--- src/rtl/irq_controller.sv ---
// irq_controller: six-source prioritizing interrupt controller for CP0.
// Device-bus slave, register select on Addr[3:2]: PEND, MASK, STAT, EOI.
// Source 0 has the highest priority. A request is held until CP0 acks,
// then the source stays in service until software writes EOI.
// Build option: define IRQ_EDGE_EN for edge-latched PEND with W1C clears;
// the default build latches PEND as a level copy of the irq lines.
//
// state   | meaning
// IDLE    | nothing requested; picks the winner when any source is eligible
// REQ     | int_req high for int_id, waiting for int_ack or withdrawal
// SERVICE | CP0 owns int_id; waits for the EOI write
module irq_controller (
  input  logic        clk,
  input  logic        reset,
  input  logic [31:0] Addr,
  input  logic [31:0] WD,
  input  logic        WE,
  output logic [31:0] RD,
  input  logic [5:0]  irq,
  input  logic        int_ack,
  output logic        int_req,
  output logic [2:0]  int_id
);

  typedef enum logic [1:0] {
    IDLE    = 2'd0,
    REQ     = 2'd1,
    SERVICE = 2'd2
  } state_t;

  state_t      state;
  state_t      state_next;
  logic [2:0]  id_next;
  logic [5:0]  pend;
  logic [5:0]  mask;
  logic [5:0]  irq_q;
  logic [5:0]  eligible;
  logic [2:0]  winner;
  logic        in_service;
  logic        wr_pend;
  logic        wr_mask;
  logic        wr_eoi;
  logic        ack_take;
  logic        unused_bits;

  assign eligible   = pend & mask;
  assign in_service = (state == SERVICE);
  assign wr_pend    = WE && (Addr[3:2] == 2'd0);
  assign wr_mask    = WE && (Addr[3:2] == 2'd1);
  assign wr_eoi     = WE && (Addr[3:2] == 2'd3);
  assign ack_take   = (state == REQ) && int_ack;

  // Bits outside the register window and data field are decoded upstream.
  assign unused_bits = ^{Addr[31:4], Addr[1:0], WD[31:6]};

  // Fixed priority: scanning from the top leaves the lowest set index.
  always_comb begin
    winner = 3'd0;
    for (int i = 5; i >= 0; i--) begin
      if (eligible[i]) winner = 3'(i);
    end
  end

  // Next-state: ack beats withdrawal, int_id frozen while requesting.
  always_comb begin
    state_next = state;
    id_next    = int_id;
    case (state)
      IDLE: begin
        if (|eligible) begin
          state_next = REQ;
          id_next    = winner;
        end
      end
      REQ: begin
        if (int_ack) begin
          state_next = SERVICE;
        end else if (!eligible[int_id]) begin
          state_next = IDLE;
          id_next    = 3'd0;
        end
      end
      SERVICE: begin
        if (wr_eoi) begin
          state_next = IDLE;
          id_next    = 3'd0;
        end
      end
      default: begin
        state_next = IDLE;
        id_next    = 3'd0;
      end
    endcase
  end

  // State, request and id registers; int_req mirrors entry into REQ.
  always_ff @(posedge clk) begin
    if (reset) begin
      state   <= IDLE;
      int_id  <= 3'd0;
      int_req <= 1'b0;
    end else begin
      state   <= state_next;
      int_id  <= id_next;
      int_req <= (state_next == REQ);
    end
  end

  // Input history for edge detection, and the software mask.
  always_ff @(posedge clk) begin
    if (reset) begin
      irq_q <= 6'd0;
      mask  <= 6'd0;
    end else begin
      irq_q <= irq;
      if (wr_mask) mask <= WD[5:0];
    end
  end

`ifdef IRQ_EDGE_EN
  logic [5:0] pend_set;
  logic [5:0] pend_clr;

  assign pend_set = irq & ~irq_q;
  assign pend_clr = (wr_pend ? WD[5:0] : 6'd0) |
                    (ack_take ? (6'b000001 << int_id) : 6'd0);

  // Sticky pending bits; a new edge beats a same-cycle clear.
  always_ff @(posedge clk) begin
    if (reset) begin
      pend <= 6'd0;
    end else begin
      pend <= (pend & ~pend_clr) | pend_set;
    end
  end
`else
  logic unused_level;

  // PEND writes and acks have no effect on a level copy.
  assign unused_level = wr_pend ^ ack_take;

  // Level mode: PEND simply follows the lines one cycle late.
  always_ff @(posedge clk) begin
    if (reset) begin
      pend <= 6'd0;
    end else begin
      pend <= irq;
    end
  end
`endif

  // Combinational read mux; EOI and unused bits read as zero.
  always_comb begin
    RD = 32'd0;
    case (Addr[3:2])
      2'd0:    RD = {26'd0, pend};
      2'd1:    RD = {26'd0, mask};
      2'd2:    RD = {28'd0, in_service, int_id};
      default: RD = 32'd0;
    endcase
  end

endmodule
--- config.mk ---
export PLATFORM = sky130hd
export DESIGN_NAME = irq_controller
export DESIGN_NICKNAME = d
export VERILOG_FILES = /design/src/rtl/irq_controller.sv
export SDC_FILE = /design/constraint.sdc
export NUM_CORES = 1
export LEC_CHECK = 0
export BUFFER_PORTS_ARGS = -buffer_cell sky130_fd_sc_hd__buf_2
export CELL_PAD_IN_SITES_DETAIL_PLACEMENT = 1
export CELL_PAD_IN_SITES_GLOBAL_PLACEMENT = 1
export CORE_ASPECT_RATIO = 2
export CORE_MARGIN = 4
export CORE_UTILIZATION = 22
export CTS_BUF_LIST = sky130_fd_sc_hd__clkbuf_16
export CTS_CLUSTER_SIZE = 20
export DETAILED_ROUTE_END_ITERATION = 8
export PLACE_DENSITY = 0.85
export RECOVER_POWER = 50
export SETUP_SLACK_MARGIN = 0.4
export SYNTH_ARGS = -nofsm -noshare
export SYNTH_HDL_FRONTEND = slang
export SYNTH_SLANG_ARGS = --single-unit
--- constraint.sdc ---
create_clock -name clk -period 1.9 [get_ports clk]
set_clock_uncertainty 0.2 [all_clocks]
set_input_delay 0 -clock clk [delete_from_list [all_inputs] [get_ports clk]]
set_output_delay 0 -clock clk [all_outputs]
set_load 0.05 [all_outputs]
Word-level counts from Yosys, hierarchy flattened
Index checks and enable logic that the tools add are counted.
- flip-flop bits (word level): 18
- latch bits: 0
- bits in writable memories: 0
- bits in read-only memories: 0
- input port bits: 74
- output and inout bits: 36
- logic and storage cells: 42
- memories kept: 0
- $add $sub $neg: 0
- $mul: 0
- div/mod/pow operators: 0
- $lt $le $gt $ge: 1
- eq/ne operators: 10
- shift operators: 0
- multiplexer cells: 19
- bitwise gates (word level): 1
- reductions and logical operators: 6
- operators by type and width (kind ; number):
    $mux W3 ; 10
    $pmux W6 S3 ; 1
    $pmux W3 S3 ; 1
    $mux W2 ; 4
    $and A6 B6 Y6 ; 1
    $eq A2 B1 Y1 const B ; 3
    $eq A2 B2 Y1 const B ; 3
    $ne A2 B2 Y1 const B ; 3
    $pmux W2 S3 ; 1
    $reduce_or A6 Y1 ; 1
    $logic_not A2 Y1 ; 2
    $lt A3 B4 Y1 const B ; 1
    $reduce_and A4 Y1 ; 1
    $bmux W1 S3 ; 1
    $logic_and A1 B1 Y1 ; 2
    $ne A2 B1 Y1 const B ; 1
    $mux W1 ; 1

Depth between registers and ports, before layout
Gate-level depths: netlist of run 1.
- depth after elaboration: 9
- gate-level depth with buffers: 6
- mapped depth without buffers: 5

Worst setup path after synthesis of run 1
OpenSTA, ideal clock, no wires.
- path type: register to register
- start point: register int_id[0]
- end point: register int_id[0]
- setup time: 0.069 ns
- arrival: 1.672 ns
- required time: 1.631 ns
- path slack: -0.042 ns
- stages on the path, launching flop included: 4
- path buffers: 0
- period minus slack after synthesis: 1.942 ns
- cells stage by stage: dfxtp_1 -> mux4_2 -> o31a_1 -> o21ai_1
- longest elaborated chain between the ends: 4
- RTL lines (item ; RTL line ; text):
    start, declared ; 22 ; output logic [2:0] int_id
    start signal, assigned ; 104 ; int_id <= id_next;
    $bmux W1 S3 ; 78 ; end else if (!eligible[int_id]) begin
    $mux W1 (implied by the code) ; 78 ;
    $ne A2 B2 Y1 (no line) ; n/a ;
    $reduce_and A4 Y1 (no line) ; n/a ;
Every way passes these cells. The select of a mux whose other input is x is not followed.
A chain may end at the register's enable or synchronous reset.

Final worst setup path of run 1
- start point: register mask[2]
- end point: register int_id[0]
- longest elaborated chain between the ends: 6
- elaborated cells on any way between the ends: 12
- classes of those cells: eq/ne (2); mux (7); bitwise (1); reduce/logical (2)
- RTL lines (item ; RTL line ; text):
    start, declared ; 35 ; logic [5:0] mask;
    start signal, assigned ; 116 ; if (wr_mask) mask <= WD[5:0];
    $and A6 B6 Y6 * ; 46 ; assign eligible = pend & mask;
    parallel branches: the longest is 5 deep, another holds $reduce_and A4 Y1 ; n/a ;
Every way passes the cells marked *. The select of a mux whose other input is x is not followed.

==> results.cfg, run 1 <==
[global_routing]
overflow = 0
grt_pass1_wl_um = 5490
grt_max_degree = 11
grt_pass1_vias = 1124
antenna_found_initial = 0
grtUsageTotal = 0.121

[worst_setup_path]
required_ns = 1.88
worstReg2RegEnd = int_id[0]
path_class = reg -> reg
r2r_setup_slack_ns = 0.29
cp-end-kind = flip-flop
crit_path_start_kind = flip-flop
reg2reg_depth = 4
r2r_start = mask[2]
path_cells = nand2_2 > mux4_2 > o31a_1 > o21ai_1
cp_slowest_cell = mux4_2
crit_fanout = 3
cp.arrival_ns = 1.59
cp_slowest_stage_delay_ns = 0.47

[synth]
yosys-top-cells-area = dfxtp_1, buf_4, mux2i_1
yosys.area.top_type = dfxtp_1
seq_area_frac_synth = 0.340
syn_area_um2 = 1060
yosys-top-cells-count = buf_4, dfxtp_1, nand2_1
synth_most_common_cell = buf_4
yosys_warnings = 0
synth_edf_count = 0
syn_avg_cell_area_um2 = 8.49
synth_cell_types = 28
yosysTopAreaCellShare = 0.340
synth_ff_type = dfxtp_1
synth_seq_cells = 18
syn_inst = 125
synth-async-reset-ratio = 0

[hold_path]
worstHoldEndpoint = state[1]
hold_class = in -> reg
hold_start = WE
worstHoldPathCells = 4

[finish]
nets = 256
final_cells = 236
drive_gt1_frac = 0.260
diodes = 0
fill_cells = 562
syn_to_final_growth_pct = 43.6

[route]
via_per_inst = 4.47
wl_um = 3580
wire_per_inst_um = 15.2
drc_errors = 0
drtIter0Drc = 23
firstDrtPassIters = 4
ant_nets = 0
vias = 1055

[pwr]
clockPowerShare = 0.381
p_leak_nw = 0.710
intPower_w = 0.000757
peakVddDrop_uv = 439
seqPwrFrac = 0.366
p_sw_w = 0.000374
cellPowerDensity_nw_per_um2 = 742
swShare = 0.331
power_frac_comb = 0.253

[placement]
pre_cts_slack_ns = 0.246
placed_cells = 204
routabilityCongestion = 0.853
portBuffers = 27
dp_hpwl_um = 2200

[clock_tree]
cts_tree = yes
path_clk_slew_ns = 0.05
htreeDepth = 1
cts_max_path_buffers = 2
cts_buffers = 3
cts.sinks = 18
insertion_delay_ns = 0.26
cts_root_buf = clkbuf_16

[floorplanning]
dieArea_um2 = 6070
die_w_um = 57.1
start_util = 0.229
core_um2 = 4640
num_io_pins = 110
die_h_um = 106
fp-row-count = 35

[timing]
fin_setup_tns_ns = 0
worst_pin_slew_ns = 0.604
fmax_mhz = 621
drv_slew = 0
setup_viol = 0
whs_ns = 0.0600
rsz0062_at_grt = yes
post-route-min-period_ns = 1.61
setup_ws_ns = 0.291
worst_slew_margin_rel = 0.599
min_period_over_period = 0.847
finalHoldViolations = 0

[flow_run]
maxCapViolations = 0

[run_status]
status = completed
cells by family (layout without fill, tap and decap cells):
kind of cell,Yosys count,in the layout,synth area share
flip-flops,18,18,0.340
multiplexers,13,13,0.134
AND/OR/NAND/NOR,44,44,0.206
other,1,26,0.00353
buffers and inverters,29,60,0.196
AO/OA/AOI/OAI,20,20,0.120
power by group through the flow:
stage                     registers, W  clock network [W]  logic, W
after floorplan               0.000424                  0  0.000228
after global placement        0.000417                  0  0.000233
after detailed placement      0.000418                  0  0.000236
after CTS                     0.000411           0.000432  0.000279
after global routing          0.000416           0.000457  0.000304
final                         0.000414           0.000431  0.000286
metal layers:
layer / up-vias / GRT usage / routed length (µm)
li1: 493 / - / -
met1: 485 / 0.0979 / 1130
met2: 62 / 0.236 / 2010
met3: 15 / 0.0328 / 281
met4: 0 / 0.0813 / 166
met5: - / 0 / 0
layout make-up:
cell class                      count  area (µm²)  share of cell area
Clock inverter                      1        3.75             0.00246
Multi-Input combinational cell    103         599               0.393
Sequential cell                    18         377               0.247
Clock buffer                        3        75.1              0.0493
Timing Repair Buffer               55         397               0.260
Tap cell                           55        68.8              0.0452
Inverter                            1        3.75             0.00246
metrics by stage:
stage	area, µm²	power [W]	util
after global placement	1160	0.000651	0.250
after detailed placement	1160	0.000655	0.250
after floorplan	1160	0.000652	-
after global routing	1520	0.00118	0.328
final	1520	0.00113	0.328
after CTS	1510	0.00112	0.326
worst max-delay path by stage:
stage,start,end,slack (ns)
4_1_cts,mask[3],int_id[1],0.27
3_3_place_gp,mask[3],int_id[0],0.29
2_1_floorplan,int_id[0],int_id[0],0.27
6_report,mask[2],int_id[0],0.29
3_5_place_dp,mask[3],int_id[1],0.25
5_1_grt,pend[2],int_id[0],0.23
sequential cells by signal, indices dropped and copies added, names as in the netlist:
| signal | cells |
|---|---|
| mask | 6 |
| int_id | 3 |
| pend | 6 |
| state | 2 |
| int_req | 1 |
placed cells by master (no fill, tap or decap), drive strengths merged, types with 2 or more instances in the layout:
cell type and instances:
buf 28, conb 26, dlygate4sd3 21, dfxtp 18
nand2 16, mux2i 12, nor2 11, nor2b 9
clkbuf 9, o21ai 8, a21oi 3, a22oi 3
nand3 2, and4b 2
worst max-delay path: cells and delay by family, from the launching register on:
kind	cells	cell delay (ns)
muxes	1	0.47
and+or+nand+nor	1	0.07
DFF	1	0.36
AOI/OAI and AO/OA	2	0.43
what timing repair did:
item / 4_1_cts / 5_1_grt
endpoints found under the hold margin: 14 / 0
pin swaps: 4 / 3
buffers inserted: 7 / 0
hold buffers: 21 / 0
setup endpoints to repair: 5 / 6
resized for setup: 9 / 6
(Power assumes the default switching activity.)
==> run 2, diff against run 1 <==
==> constraint.sdc (replaced) <==
create_clock -name clk -period 1.6 [get_ports clk]
set_clock_uncertainty 0.2 [all_clocks]
set_input_delay 0 -clock clk [delete_from_list [all_inputs] [get_ports clk]]
set_output_delay 0 -clock clk [all_outputs]
set_load 0.05 [all_outputs]
==> results.cfg, run 2 (synthesized netlist as in run 1, its figures left out) <==
[floorplanning]
die_h_um = 106
dieArea_um2 = 6070
core_um2 = 4640
start_util = 0.229
num_io_pins = 110
fp-row-count = 35
die_w_um = 57.1

[timing]
min_period_over_period = 1.05
whs_ns = -0.0674
worst_pin_slew_ns = 0.797
drv_slew = 0
finalHoldViolations = 2
post-route-min-period_ns = 1.67
rsz0062_at_grt = yes
fmax_mhz = 598
setup_ws_ns = -0.0728
setup_viol = 4
worst_slew_margin_rel = 0.469

[finish]
finalInstanceArea_um2 = 1620
layout_common_cells = conb_1, buf_2, dfxtp_2, nand2_1, dlygate4sd3_1
drive_gt1_frac = 0.413
nets = 254
syn_to_final_growth_pct = 52.7
post-route-util = 0.349
fill_cells = 578
layout.cells.most_common = conb_1
diodes = 0
reg.largest.list = mask (6), pend (6), int_id (3)
final_cells = 234

[worst_setup_path]
path_class = reg -> reg
crit_path_start = mask[5]
crit_fanout = 5
r2r_start = mask[5]
crit_family = compound AO/OA/AOI/OAI gates
cp_slowest_stage_delay_ns = 0.34
cp_slowest_cell = dfxtp_2
cp_num_buf_inv = 0
path_cells = a22oi_1 > and4_4 > a31oi_1 > o31a_1 > o21ai_1
reg2reg_depth = 5
endpoint = int_id[0]
required_ns = 1.57
worstReg2RegEnd = int_id[0]
cp.arrival_ns = 1.64
r2r_setup_slack_ns = -0.07
cp-end-kind = flip-flop
crit_path_start_kind = flip-flop
worst-path-stages = 5

[pwr]
peakVddDrop_uv = 439
cellPowerDensity_nw_per_um2 = 841
p_leak_nw = 0.758
power_w = 0.00136

[flow_run]
maxCapViolations = 0

[clock_tree]
cts_tree = yes
cts_hold_buf = 14
insertion_delay_ns = 0.25
cts_buffers = 3
cts_max_path_buffers = 2
cts.sinks = 18
path_clk_slew_ns = 0.05
cts_root_buf = clkbuf_16
htreeDepth = 1

[placement]
placed_cells = 215
routabilityCongestion = 0.846
dpl_cell_area_um2 = 1260
portBuffers = 27
dp_hpwl_um = 2320

[route]
drtIter0Drc = 25
ant_nets = 0
wire_per_inst_um = 13.6
firstDrtPassIters = 4
wl_um = 3190
vias = 1041
via_per_inst = 4.45
drc_errors = 0

[global_routing]
overflow = 0
grt_max_degree = 13
grtUsageTotal = 0.102
grt_pass1_wl_um = 4860
antenna_found_initial = 0
grt_pass1_vias = 1058

[hold_path]
hold_class = in -> reg

[run_status]
violations = negative hold slack, negative setup slack
status = finished with violations
run 2: layout make-up:
| class | count | area (µm²) | area share |
|---|---|---|---|
| repair buffers | 53 | 422 | 0.260 |
| inverters | 1 | 3.75 | 0.00232 |
| clock buffers | 3 | 75.1 | 0.0463 |
| flip-flops and latches | 18 | 383 | 0.236 |
| clock inverters | 1 | 3.75 | 0.00232 |
| well taps | 55 | 68.8 | 0.0425 |
| multi-input cells | 103 | 664 | 0.410 |
run 2: how the worst min path moves through the flow:
stage,start,to,slack [ns],cells after the start
floorplan,reset,pend[1],-0.13,1
global placement,irq[5],pend[5],0.01,2
detailed placement,irq[0],pend[0],0.02,2
CTS,int_ack,state[0],-0.06,3
global route,int_ack,state[0],-0.04,3
finish,int_ack,state[0],-0.07,3
run 2: power breakdown:
group,internal [W],leakage [nW],switching (W),total (W)
Sequential,0.000470,0.154,0.0000203,0.000491
Clock,0.000332,0.0423,0.000172,0.000505
Combinational,0.000114,0.562,0.000254,0.000368
run 2: metal layers:
layer,vias up,part of all wire,track usage
li1,485,-,-
met1,494,0.34,0.102
met2,54,0.55,0.201
met3,8,0.088,0.0182
met4,0,0.026,0.0315
met5,-,0,0
run 2: worst min-delay path, cell delays in order:
cell	delay (ns)
buf_2	0.07
nand2_1	0.07
and4b_1	0.20
run 2: what timing repair did:
action,in CTS,in global routing
pin swaps,6,9
resized for setup,35,12
hold endpoints to repair,14,2
setup endpoints to repair,14,24
setup buffers,0,1
run 2: through the flow:
| stage | setup WS (ns) | setup TNS [ns] |
|---|---|---|
| after floorplan | -0.0320 | -0.0910 |
| after global placement | -0.0221 | -0.0221 |
| after detailed placement | -0.0483 | -0.0869 |
| after CTS | -0.0637 | -0.120 |
| after global routing | -0.118 | -0.358 |
| final | -0.0728 | -0.134 |
==> run 3, diff against run 2 <==
--- a/config.mk
+++ b/config.mk
@@ -5,16 +5,16 @@
 export SDC_FILE = /design/constraint.sdc
 export NUM_CORES = 1
 export LEC_CHECK = 0
-export BUFFER_PORTS_ARGS = -buffer_cell sky130_fd_sc_hd__buf_2
 export CELL_PAD_IN_SITES_DETAIL_PLACEMENT = 1
 export CELL_PAD_IN_SITES_GLOBAL_PLACEMENT = 1
 export CORE_ASPECT_RATIO = 2
 export CORE_MARGIN = 4
-export CORE_UTILIZATION = 22
+export CORE_UTILIZATION = 39
 export CTS_BUF_LIST = sky130_fd_sc_hd__clkbuf_16
 export CTS_CLUSTER_SIZE = 20
 export DETAILED_ROUTE_END_ITERATION = 8
-export PLACE_DENSITY = 0.85
+export DONT_BUFFER_PORTS = 1
+export PLACE_DENSITY = 0.73
 export RECOVER_POWER = 50
 export SETUP_SLACK_MARGIN = 0.4
 export SYNTH_ARGS = -nofsm -noshare
==> results.cfg, run 3 (synthesized netlist as in run 1, its figures left out) <==
[floorplanning]
die_h_um = 81.8
num_io_pins = 110
die_w_um = 44.9
core_um2 = 2570
start_util = 0.413
dieArea_um2 = 3670
fp-row-count = 26

[worst_setup_path]
r2r_setup_slack_ns = -0.02
worstReg2RegEnd = int_id[2]
r2r_start = pend[0]
path_class = reg -> reg
cp-end-kind = flip-flop
crit_fanout = 3
required_ns = 1.58
reg2reg_depth = 4
cp.arrival_ns = 1.60
crit_path_start_kind = flip-flop

[global_routing]
grt_max_degree = 15
overflow = 0
grt_pass1_wl_um = 4720
grtUsageTotal = 0.175
antenna_found_initial = 0
grt_pass1_vias = 1007

[route]
drtIter0Drc = 17
vias = 988
drc_errors = 0
wire_per_inst_um = 17.9
firstDrtPassIters = 4
via_per_inst = 5.20
wl_um = 3400
ant_nets = 0

[placement]
routabilityCongestion = 0.822
portBuffers = 0
dp_hpwl_um = 2370
pre_cts_slack_ns = -0.0153
dpl_cell_area_um2 = 1170

[timing]
setup_ws_ns = -0.0247
fmax_mhz = 616
fin_setup_tns_ns = -0.0706
min_period_over_period = 1.02
post-route-min-period_ns = 1.62
worst_slew_margin_rel = 0.631
setup_viol = 4
drv_slew = 0
rsz0062_at_grt = yes
worst_pin_slew_ns = 0.554
whs_ns = -0.120
finalHoldViolations = 4

[finish]
layout_common_cells = conb_1, dfxtp_2, dlygate4sd3_1, buf_6, nand2_1
diodes = 0
nets = 237
syn_to_final_growth_pct = 45.6
finalInstanceArea_um2 = 1550
post-route-util = 0.601
drive_gt1_frac = 0.377
reg.largest.list = mask (6), pend (6), int_id (3)
layout.cells.most_common = conb_1

[clock_tree]
path_clk_slew_ns = 0.05
cts.sinks = 18
cts_tree = yes
htreeDepth = 1
cts_max_path_buffers = 2
cts_hold_buf = 14
insertion_delay_ns = 0.25
cts_buffers = 3
cts_root_buf = clkbuf_16

[hold_path]
hold_start = int_ack
worstHoldEndpoint = int_req
hold_class = in -> reg
worstHoldPathCells = 2

[pwr]
cellPowerDensity_nw_per_um2 = 865
peakVddDrop_uv = 602
p_leak_nw = 0.688

[flow_run]
maxCapViolations = 0

[run_status]
status = finished with violations
violations = negative hold slack, negative setup slack
## run 3: cell count changes in the layout (fill, tap and decap cells not counted), sizes merged
cell / previous run / this run
buf: 37 / 22
clkbuf: 5 / 3
clkdlybuf4s25: 0 / 1
clkinv: 0 / 1
dlygate4sd3: 13 / 12
inv: 2 / 1
## run 3: layer usage
layer / up-vias / GRT usage / wire (µm)
met3: 13 / 0.0373 / 197
met4: 0 / 0.0968 / 152
met2: 39 / 0.350 / 1980
li1: 453 / - / -
met1: 483 / 0.147 / 1070
met5: - / 0 / 0
## run 3: what timing repair did
action                     4_1_cts  5_1_grt
setup endpoints to repair       12       12
pin swaps                        3        5
hold endpoints to repair        23        3
setup buffers                    0        1
resized for setup               25       26
## run 3: worst max path at each step
stage | cells after the start | from | slack (ns) | end
after floorplan | 3 | int_id[0] | -0.03 | int_id[1]
after global placement | 4 | mask[2] | 0.002 | int_id[0]
after detailed placement | 4 | mask[2] | -0.02 | int_id[2]
after CTS | 4 | mask[2] | -0.01 | int_id[0]
after global routing | 4 | pend[0] | -0.07 | state[0]
final | 4 | pend[0] | -0.02 | int_id[2]
## run 3: cell type report
cell class,instances,area (µm²)
fill,297,1020
multi-input combinational,103,663
sequential,18,392
timing repair buffer,36,373
clock buffer,3,75.1
tap,28,35.0
clock inverter,1,3.75
inverter,1,3.75
## run 3: critical path, stage by stage, from the launching register on
cell     delay (ns)
dfxtp_2        0.35
nand2_2        0.08
mux4_2         0.48
o31a_1         0.30
o21ai_1        0.14
## run 3: power breakdown
group | total, W | leakage (nW) | switching [W] | internal [W]
clock network | 0.000504 | 0.0385 | 0.000172 | 0.000332
logic | 0.000339 | 0.494 | 0.000236 | 0.000104
registers | 0.000494 | 0.155 | 0.0000273 | 0.000467
total | 0.00134 | 0.688 | 0.000434 | 0.000903
## run 3: stage by stage
| stage | total power (W) | cells |
|---|---|---|
| 6_report | 0.00134 | 190 |
| 5_1_grt | 0.00138 | 190 |
| 4_1_cts | 0.00131 | 189 |
| 3_5_place_dp | 0.000769 | 171 |
| 3_3_place_gp | 0.000762 | 171 |
| 2_1_floorplan | 0.000777 | 150 |
